### src/rtl/sci_alu_pkg.sv
// Shared definitions for the sequential scientific ALU.
//   op_e          : 4-bit opcode encoding (codes above OP_LAST_LEGAL are illegal)
//   iter_kind_e   : which recurrence the iterative datapath runs
//   iter_count()  : number of iteration cycles an opcode needs for a given width
package sci_alu_pkg;

  localparam int OP_W = 4;

  typedef enum logic [OP_W-1:0] {
    OP_ADD  = 4'd0,
    OP_SUB  = 4'd1,
    OP_MUL  = 4'd2,
    OP_DIV  = 4'd3,
    OP_REM  = 4'd4,
    OP_SQRT = 4'd5,
    OP_MIN  = 4'd6,
    OP_MAX  = 4'd7,
    OP_ABS  = 4'd8,
    OP_NEG  = 4'd9
  } op_e;

  localparam logic [OP_W-1:0] OP_LAST_LEGAL = 4'd9;

  typedef enum logic [1:0] {
    K_MUL,
    K_DIV,
    K_SQRT
  } iter_kind_e;

  // MUL/DIV/REM retire one bit per cycle, SQRT consumes two radicand bits per cycle.
  function automatic int iter_count(input logic [OP_W-1:0] op, input int width);
    case (op)
      OP_MUL, OP_DIV, OP_REM: return width;
      OP_SQRT:                return width / 2;
      default:                return 0;
    endcase
  endfunction

endpackage

### src/rtl/sci_alu_seq_if.sv
// Request/result bus of the sequential ALU.
//   in_valid/in_ready   : request handshake, carrying in_op, in_a, in_b, in_tag
//   out_valid/out_ready : result handshake, carrying out_result, out_excep, out_err, out_tag
// master = command source / result consumer, slave = the ALU.
interface sci_alu_seq_if
  import sci_alu_pkg::*;
#(
  parameter int WIDTH = 32,
  parameter int TAG_W = 4
);
  logic             in_valid;
  logic             in_ready;
  logic [OP_W-1:0]  in_op;
  logic [WIDTH-1:0] in_a;
  logic [WIDTH-1:0] in_b;
  logic [TAG_W-1:0] in_tag;
  logic             out_valid;
  logic             out_ready;
  logic [WIDTH-1:0] out_result;
  logic             out_excep;
  logic             out_err;
  logic [TAG_W-1:0] out_tag;

  modport master (
    output in_valid, in_op, in_a, in_b, in_tag, out_ready,
    input  in_ready, out_valid, out_result, out_excep, out_err, out_tag
  );

  modport slave (
    input  in_valid, in_op, in_a, in_b, in_tag, out_ready,
    output in_ready, out_valid, out_result, out_excep, out_err, out_tag
  );
endinterface

### src/rtl/sci_alu_iter.sv
// Shared iterative datapath working on unsigned magnitudes.
//   start        : load operands for op (MUL, DIV/REM or SQRT) and arm the counter
//   a_mag, b_mag : operand magnitudes (SQRT uses a_mag only)
//   done         : the step taken at this clock edge is the last one
//   res_hi/lo    : register values after this step; valid with done
//                  MUL -> {res_hi,res_lo} full product; DIV/REM -> res_lo quotient,
//                  res_hi remainder; SQRT -> res_lo root
module sci_alu_iter
  import sci_alu_pkg::*;
#(
  parameter int WIDTH = 32
) (
  input  logic             clk,
  input  logic             rst_n,
  input  logic             start,
  input  logic [OP_W-1:0]  op,
  input  logic [WIDTH-1:0] a_mag,
  input  logic [WIDTH-1:0] b_mag,
  output logic             done,
  output logic [WIDTH-1:0] res_hi,
  output logic [WIDTH-1:0] res_lo
);
  localparam int CNT_W = $clog2(WIDTH + 1);

  iter_kind_e       kind_q;
  logic [CNT_W-1:0] cnt_q;
  // hi: product high half / partial remainder; lo: multiplier->product low /
  // dividend->quotient / root; x: multiplicand / divisor / unconsumed radicand
  logic [WIDTH-1:0] hi_q, lo_q, x_q;
  logic [WIDTH-1:0] hi_n, lo_n, x_n;
  logic [WIDTH:0]   sum, tr;
  logic [WIDTH+1:0] tr2;
  logic             ge;

  // NOTE: every always_comb output gets a default first, so no path leaves a latch.
  always_comb begin
    hi_n = hi_q;
    lo_n = lo_q;
    x_n  = x_q;
    ge   = 1'b0;
    sum  = {1'b0, hi_q} + (lo_q[0] ? {1'b0, x_q} : '0);
    tr   = {hi_q, lo_q[WIDTH-1]};
    tr2  = {hi_q, x_q[WIDTH-1 -: 2]};
    case (kind_q)
      K_MUL: begin
        // shift-add: add multiplicand if the multiplier LSB is set, then shift right
        hi_n = sum[WIDTH:1];
        lo_n = {sum[0], lo_q[WIDTH-1:1]};
      end
      K_DIV: begin
        // restoring division; the difference fits WIDTH bits whenever it is kept
        ge   = (tr >= {1'b0, x_q});
        hi_n = ge ? (tr[WIDTH-1:0] - x_q) : tr[WIDTH-1:0];
        lo_n = {lo_q[WIDTH-2:0], ge};
      end
      default: begin
        // digit-by-digit root: trial subtrahend is 4*root + 1
        ge   = (tr2 >= {lo_q, 2'b01});
        hi_n = ge ? (tr2[WIDTH-1:0] - {lo_q[WIDTH-3:0], 2'b01}) : tr2[WIDTH-1:0];
        lo_n = {lo_q[WIDTH-2:0], ge};
        x_n  = {x_q[WIDTH-3:0], 2'b00};
      end
    endcase
  end

  assign done   = (cnt_q == CNT_W'(1));
  assign res_hi = hi_n;
  assign res_lo = lo_n;

  // NOTE: sequential state uses non-blocking assignments so every register
  // samples pre-edge values regardless of statement order.
  always_ff @(posedge clk or negedge rst_n) begin
    if (!rst_n) begin
      kind_q <= K_MUL;
      cnt_q  <= '0;
      hi_q   <= '0;
      lo_q   <= '0;
      x_q    <= '0;
    end else if (start) begin
      cnt_q <= CNT_W'(iter_count(op, WIDTH));
      hi_q  <= '0;
      case (op)
        OP_MUL: begin
          kind_q <= K_MUL;
          lo_q   <= b_mag;
          x_q    <= a_mag;
        end
        OP_DIV, OP_REM: begin
          kind_q <= K_DIV;
          lo_q   <= a_mag;
          x_q    <= b_mag;
        end
        default: begin
          kind_q <= K_SQRT;
          lo_q   <= '0;
          x_q    <= a_mag;
        end
      endcase
    end else if (cnt_q != '0) begin
      cnt_q <= cnt_q - CNT_W'(1);
      hi_q  <= hi_n;
      lo_q  <= lo_n;
      x_q   <= x_n;
    end
  end

endmodule

### src/rtl/sci_alu_seq.sv
// Sequential signed fixed-point ALU with valid/ready handshakes and tags.
//   clk, rst_n : clock and asynchronous active-low reset
//   bus        : sci_alu_seq_if slave (request in_*, result out_*)
// Single-cycle ops and early exits complete one cycle after acceptance; MUL,
// DIV, REM and SQRT run on sci_alu_iter and get their sign fixed up here.
module sci_alu_seq
  import sci_alu_pkg::*;
#(
  parameter int WIDTH = 32,
  parameter int TAG_W = 4
) (
  input logic          clk,
  input logic          rst_n,
  sci_alu_seq_if.slave bus
);
  localparam logic [WIDTH-1:0] MIN_VAL = {1'b1, {(WIDTH-1){1'b0}}};

  typedef enum logic [1:0] {S_IDLE, S_BUSY, S_DONE} state_e;

  state_e          state_q;
  logic [OP_W-1:0] op_q;
  logic            sign_q;   // sign of the final result (MUL/DIV/REM)
  logic            ovf_q;    // DIV of MIN by -1

  logic             accept;
  logic             a_neg, b_neg, go_iter, quick_exc, quick_err;
  logic [WIDTH-1:0] a_mag, b_mag, sum_ab, dif_ab, quick_res;
  logic             it_done;
  logic [WIDTH-1:0] it_hi, it_lo, fix_res;
  logic             fix_exc;

  assign bus.in_ready  = (state_q == S_IDLE) || ((state_q == S_DONE) && bus.out_ready);
  assign bus.out_valid = (state_q == S_DONE);
  assign accept        = bus.in_valid && bus.in_ready;

  // Decode of the incoming request: single-cycle results and early exits.
  always_comb begin
    a_neg     = bus.in_a[WIDTH-1];
    b_neg     = bus.in_b[WIDTH-1];
    a_mag     = a_neg ? -bus.in_a : bus.in_a;
    b_mag     = b_neg ? -bus.in_b : bus.in_b;
    sum_ab    = bus.in_a + bus.in_b;
    dif_ab    = bus.in_a - bus.in_b;
    go_iter   = 1'b0;
    quick_res = '0;
    quick_exc = 1'b0;
    quick_err = 1'b0;
    if (bus.in_op > OP_LAST_LEGAL) begin
      quick_err = 1'b1;
    end else begin
      case (bus.in_op)
        OP_ADD: begin
          quick_res = sum_ab;
          quick_exc = (a_neg == b_neg) && (sum_ab[WIDTH-1] != a_neg);
        end
        OP_SUB: begin
          quick_res = dif_ab;
          quick_exc = (a_neg != b_neg) && (dif_ab[WIDTH-1] != a_neg);
        end
        OP_MUL: go_iter = 1'b1;
        OP_DIV: begin
          if (bus.in_b == '0) quick_exc = 1'b1;
          else                go_iter   = 1'b1;
        end
        OP_REM: begin
          if (bus.in_b == '0) begin
            quick_res = bus.in_a;
            quick_exc = 1'b1;
          end else begin
            go_iter = 1'b1;
          end
        end
        OP_SQRT: begin
          if (a_neg) quick_exc = 1'b1;
          else       go_iter   = 1'b1;
        end
        OP_MIN: quick_res = ($signed(bus.in_a) < $signed(bus.in_b)) ? bus.in_a : bus.in_b;
        OP_MAX: quick_res = ($signed(bus.in_a) < $signed(bus.in_b)) ? bus.in_b : bus.in_a;
        OP_ABS: begin
          quick_res = a_mag;
          quick_exc = (bus.in_a == MIN_VAL);
        end
        default: begin  // OP_NEG
          quick_res = -bus.in_a;
          quick_exc = (bus.in_a == MIN_VAL);
        end
      endcase
    end
  end

  sci_alu_iter #(.WIDTH(WIDTH)) u_iter (
    .clk    (clk),
    .rst_n  (rst_n),
    .start  (accept && go_iter),
    .op     (bus.in_op),
    .a_mag  (a_mag),
    .b_mag  (b_mag),
    .done   (it_done),
    .res_hi (it_hi),
    .res_lo (it_lo)
  );

  // Sign fix-up of the magnitude results and MUL overflow detection: a negative
  // product may reach 2^(WIDTH-1) in magnitude, a positive one must stay below it.
  always_comb begin
    fix_res = it_lo;
    fix_exc = 1'b0;
    case (op_q)
      OP_MUL: begin
        fix_res = sign_q ? -it_lo : it_lo;
        fix_exc = sign_q ? !((it_hi == '0) && (it_lo <= MIN_VAL))
                         : !((it_hi == '0) && !it_lo[WIDTH-1]);
      end
      OP_DIV: begin
        fix_res = sign_q ? -it_lo : it_lo;
        fix_exc = ovf_q;
      end
      OP_REM:  fix_res = sign_q ? -it_hi : it_hi;
      default: fix_res = it_lo;
    endcase
  end

  // NOTE: result registers are reset along with the FSM so every output reads 0
  // after reset, not just out_valid.
  always_ff @(posedge clk or negedge rst_n) begin
    if (!rst_n) begin
      state_q        <= S_IDLE;
      op_q           <= '0;
      sign_q         <= 1'b0;
      ovf_q          <= 1'b0;
      bus.out_result <= '0;
      bus.out_excep  <= 1'b0;
      bus.out_err    <= 1'b0;
      bus.out_tag    <= '0;
    end else begin
      case (state_q)
        S_IDLE, S_DONE: begin
          if (accept) begin
            // accept in DONE implies the held result transfers on this same edge
            op_q        <= bus.in_op;
            sign_q      <= (bus.in_op == OP_REM) ? a_neg : (a_neg ^ b_neg);
            ovf_q       <= (bus.in_a == MIN_VAL) && (bus.in_b == '1);
            bus.out_tag <= bus.in_tag;
            if (go_iter) begin
              state_q <= S_BUSY;
            end else begin
              state_q        <= S_DONE;
              bus.out_result <= quick_res;
              bus.out_excep  <= quick_exc;
              bus.out_err    <= quick_err;
            end
          end else if ((state_q == S_DONE) && bus.out_ready) begin
            state_q <= S_IDLE;
          end
        end
        S_BUSY: begin
          if (it_done) begin
            state_q        <= S_DONE;
            bus.out_result <= fix_res;
            bus.out_excep  <= fix_exc;
            bus.out_err    <= 1'b0;
          end
        end
        default: state_q <= S_IDLE;
      endcase
    end
  end

endmodule

### src/flat_wrapper.sv
// flat-port wrapper written by rule: the top's interface ports become plain ports
module sci_alu_seq_flat import sci_alu_pkg::*;
#(
  parameter int WIDTH = 32,
  parameter int TAG_W = 4
)
  (clk, rst_n, bus_in_valid, bus_in_op, bus_in_a, bus_in_b, bus_in_tag, bus_out_ready, bus_in_ready, bus_out_valid, bus_out_result, bus_out_excep, bus_out_err, bus_out_tag);
  sci_alu_seq_if #(.WIDTH(WIDTH), .TAG_W(TAG_W)) bus_i ();
  input logic clk;
  input logic rst_n;
  input wire logic [$bits(bus_i.in_valid)-1:0] bus_in_valid;
  input wire logic [$bits(bus_i.in_op)-1:0] bus_in_op;
  input wire logic [$bits(bus_i.in_a)-1:0] bus_in_a;
  input wire logic [$bits(bus_i.in_b)-1:0] bus_in_b;
  input wire logic [$bits(bus_i.in_tag)-1:0] bus_in_tag;
  input wire logic [$bits(bus_i.out_ready)-1:0] bus_out_ready;
  output wire logic [$bits(bus_i.in_ready)-1:0] bus_in_ready;
  output wire logic [$bits(bus_i.out_valid)-1:0] bus_out_valid;
  output wire logic [$bits(bus_i.out_result)-1:0] bus_out_result;
  output wire logic [$bits(bus_i.out_excep)-1:0] bus_out_excep;
  output wire logic [$bits(bus_i.out_err)-1:0] bus_out_err;
  output wire logic [$bits(bus_i.out_tag)-1:0] bus_out_tag;
  assign bus_i.in_valid = bus_in_valid;
  assign bus_i.in_op = bus_in_op;
  assign bus_i.in_a = bus_in_a;
  assign bus_i.in_b = bus_in_b;
  assign bus_i.in_tag = bus_in_tag;
  assign bus_i.out_ready = bus_out_ready;
  assign bus_in_ready = bus_i.in_ready;
  assign bus_out_valid = bus_i.out_valid;
  assign bus_out_result = bus_i.out_result;
  assign bus_out_excep = bus_i.out_excep;
  assign bus_out_err = bus_i.out_err;
  assign bus_out_tag = bus_i.out_tag;
  sci_alu_seq #(.WIDTH(WIDTH), .TAG_W(TAG_W)) u_core (.clk(clk), .rst_n(rst_n), .bus(bus_i));
endmodule
### config.mk
export PLATFORM = sky130hd
export DESIGN_NAME = sci_alu_seq_flat
export DESIGN_NICKNAME = d
export VERILOG_FILES = /design/src/rtl/sci_alu_pkg.sv /design/src/rtl/sci_alu_seq_if.sv /design/src/rtl/sci_alu_iter.sv /design/src/rtl/sci_alu_seq.sv /design/src/flat_wrapper.sv
export SDC_FILE = /design/constraint.sdc
export NUM_CORES = 1
export LEC_CHECK = 0
export CELL_PAD_IN_SITES_DETAIL_PLACEMENT = 1
export CELL_PAD_IN_SITES_GLOBAL_PLACEMENT = 2
export CORE_MARGIN = 2
export CORE_UTILIZATION = 33
export DETAILED_ROUTE_END_ITERATION = 6
export PLACE_DENSITY_LB_ADDON = 0.25
export SYNTH_ARGS = -nofsm -noshare
export SYNTH_HDL_FRONTEND = slang
export SYNTH_HIERARCHICAL = 1
export SYNTH_SLANG_ARGS = --single-unit
### constraint.sdc
create_clock -name clk -period 5.5 [get_ports clk]
set_input_delay 1.65 -clock clk [delete_from_list [all_inputs] [get_ports clk]]
set_output_delay 1.65 -clock clk [all_outputs]
set_load 0.01 [all_outputs]
==> results by group <==
Outcome
  – Status: complete, no violations

Finish
  – Multi-input combinational cell area: ~18,000 um2
  – Final instance area: ~30,000 um2
  – Register area: about 3800 um2
  – Layout area overhead: 28.7%
  – Layout Nets: approximately 4,000
  – Number of diodes: 0
  – Filler cells: between 8,000 and 9,000
  – Share of layout cells above drive strength 1: between 10% and 20%

Run
  – Number of max-cap violations: 0

Route
  – Antenna violation net count after detailed routing: 0
  – DR iter-0 viols: 1,843
  – DR vias: 28,200
  – Number of detailed-route iterations in the first pass: 5
  – WL final: about 120,000 um
  – Via/cell ratio: 5.97
  – DRC violations left: 0
  – WL/cell: 25.5 um

Hold path
  – Hold Crit Depth: 2
  – Worst min path class: reg2reg

Clock network
  – Clock Tree Root: clkbuf_16
  – Clk pin slew, worst setup/hold paths: about 80 ps
  – Inserted Clock Buffers: 17
  – Skew-Pair Late Insertion Delay: around 470 ps
  – Longest Clk Path Bufs: 2
  – H-tree Lvls: 4
  – TritonCTS clock tree: done
  – Num Clock Sinks: 150

Power and ir drop
  – Total power: just under 20,000 uW
  – Int Pwr: between 8000 and 9000 uW
  – Net Switching: ~10,000 uW
  – Cell area power density: around 650 nW/um2
  – LEAKAGE: ~0.013 uW
  – Gate power share: 83.2%
  – VDD IR max: around 0.32 mV
  – Flop pwr share: 10.2%
  – Switching share of power: between 50% and 60%
  – Clock power share: 6.6%

Placed design
  – Hpwl dp: about 100,000 um
  – Port bufs: ~120
  – Routability cong.: 1.00
  – Post-Place Cell Area: about 29,000 um2

Synthesis
  – Post-synth top area share: around 16%
  – Synth Net Count: roughly 3,600
  – Top FF cell, synth: dfrtp_1
  – Leading area contributor after synthesis: dfrtp_1
  – Post-synthesis sequential area ratio: 16.2%
  – Synth Warn #: 6
  – Avg Synthesized Cell Area: 6.97 um2
  – EDFF count, synth: 0
  – Top cells by count, synth: nor2_1, nand2_1, o21ai_0, a21oi_1, ha_1
  – Most frequent cell after synthesis: nor2_1
  – Seq cells post-synth: 150
  – Asr flop ratio synth: 100%
  – Cells after Synth: 3,323
  – Syn Std Cell Area: about 23,000 um2
  – Distinct cell type count after synthesis: 100
  – Synth top area cells: dfrtp_1, ha_1, o21ai_0, xnor2_1, a21oi_1

Timing
  – Setup tns final: 0 ps
  – Final period utilization: between 90 and 100%
  – Final Critical Period: approximately 5300 ps
  – RSZ-0062 raised after global routing: true
  – Final setup vio count: 0
  – Setup Skew: about 21 ps
  – Final Slew Violations: 0
  – Max-slew headroom: 31.9%
  – Worst Tran Pin Value: 1020 ps
  – Final Hold Vio Count: 0
  – Fmax achieved: between 0.15 and 0.2 GHz

Setup path
  – Crit path required time: slightly below 6000 ps
  – Crit path DAT: between 5000 and 6000 ps
  – Reg2reg path depth: 25
  – Type of origin of the critical path: flip-flop
  – CP Max Fanout: 6
  – Setup CP Type: reg2reg
  – Crit. End Element: flip-flop

Die
  – Die width: between 200 and 300 um
  – Top-level port count: ~120
  – Core ar.: roughly 70,000 um2
  – Die area: about 72,000 um2
  – Starting Density: between 30% and 40%
  – Die Span Y: 269 um
  – # rows: 97

Global route
  – Grt total ovfl: 0
  – Number of global-route vias before repair: slightly below 30,000
  – Initial antenna violation count: 0
  – First-pass GRT wire length: around 180,000 um
  – Largest net degree at the start of global routing: 89
  – Overall Global Routing Usage: roughly a third
[power by group through the flow]
stage / clock network [uW] / registers (uW) / logic [uW]
floorplan: 0 / 1990 / 8640
global placement: 0 / 1940 / 14700
detailed placement: 0 / 1960 / 15000
CTS: 1290 / 1950 / 15300
global route: 1330 / 2020 / 17200
finish: 1280 / 1960 / 16000
[per-layer routing]
metal | share of wire (%) | global-route usage [%]
met5 | 0 | 0
met4 | 4.9 | 15.9
met3 | 4.1 | 2.09
met2 | 47 | 56.0
met1 | 44 | 41.9
[cell families after synthesis]
| family | synth area share, % |
|---|---|
| flops | 16.2 |
| mux | 3.26 |
| xor+xnor | 8.24 |
| compound gates | 33.4 |
| buf+inv | 6.43 |
| fa+ha+maj | 9.52 |
| simple gates | 22.9 |
[per-stage QoR]
step	hold slack (ps)	cells	setup slack (ps)	utilization, %
after floorplan	451	3323	266	-
after global placement	483	4673	-350	41.1
after detailed placement	484	4673	-445	41.1
after CTS	508	4710	1.58	42.1
after global routing	530	4720	-51.4	42.7
final	507	4720	172	42.7
[flip-flops by register name, indices dropped and copies added (netlist names)]
register	count
u_core/sign_q	1
u_core/bus.out_err	1
u_core/bus.out_tag	4
u_core/bus.out_result	32
u_core/u_iter/kind_q	2
u_core/u_iter/cnt_q	6
u_core/ovf_q	1
u_core/bus.out_excep	1
u_core/op_q	4
u_core/state_q	2
u_core/u_iter/hi_q	32
u_core/u_iter/lo_q	32
u_core/u_iter/x_q	32
[critical path: stages, from the launching register on]
cell      delay, ps
dfrtp_1         410
buf_4           180
ha_2            390
nand2_1         100
nor2_2          170
nand4_1         160
o31a_1          360
a31oi_4         340
nor2_4           90
buf_4           170
buf_4           130
nand2_1          60
o211ai_1        110
and2_4          200
or4_4           580
nor3_4          140
buf_4           160
nand4_1          70
buf_4           160
o21ai_2         150
xor2_1          160
o32a_1          160
a21oi_1          80
a21oi_2         190
o41ai_2         110
or3_1           360
[placed cells by master, fill, tap and decap left out, types with 17 or more instances in the layout]
master,synthesis,routed
nor4_1,29,28
nor2b_1,26,25
a21oi_1,277,265
a221oi_1,39,34
o21a_1,27,27
nor3_1,79,72
a31oi_1,59,59
clkdlybuf4s50_1,0,113
nand4_1,53,53
a21boi_0,19,19
a221o_1,21,21
ha_1,170,162
nand2b_1,30,30
clkbuf_16,0,17
xnor2_1,163,160
o211ai_1,54,54
o21ai_0,307,300
a311oi_1,21,19
nor2_1,362,356
a211oi_1,36,27
a21o_1,56,56
o31ai_1,54,49
inv_1,161,159
buf_4,4,501
or3_1,35,35
o21bai_1,28,27
and3_1,27,25
nand3_1,76,76
nand2_1,351,348
xor2_1,55,55
dfrtp_1,150,150
mux2i_1,62,62
a22oi_1,21,21
[worst paths after layout]
kind	start	slack, ps	end
min	u_core/bus.out_err	510	u_core/bus.out_err
min reg2reg	u_core/bus.out_err	510	u_core/bus.out_err
max reg2reg	u_core/u_iter/hi_q[13]	170	u_core/bus.out_result[28]
min in group asynchronous	rst_n	1250	u_core/u_iter/x_q[26]
max	u_core/u_iter/hi_q[13]	170	u_core/bus.out_result[28]
max in group asynchronous	rst_n	3300	u_core/u_iter/lo_q[31]
[repair_timing]
item / 4_1_cts / 5_1_grt
endpoints found under the setup margin: 19 / 21
setup buffers: 5 / 9
pin swaps: 6 / 34
resized for setup: 21 / 78
cloned: 0 / 1
hold buffers: 0 / 0
[final cells by class]
class                      count  share of cell area, %
sequential                   150                   12.6
multi-input combinational   2800                   61.8
timing repair buffer         636                   17.7
inverter                     162                   2.04
tap                          940                   3.94
clock inverter                15                  0.566
clock buffer                  17                   1.43
Power figures use the tool's default switching activity.
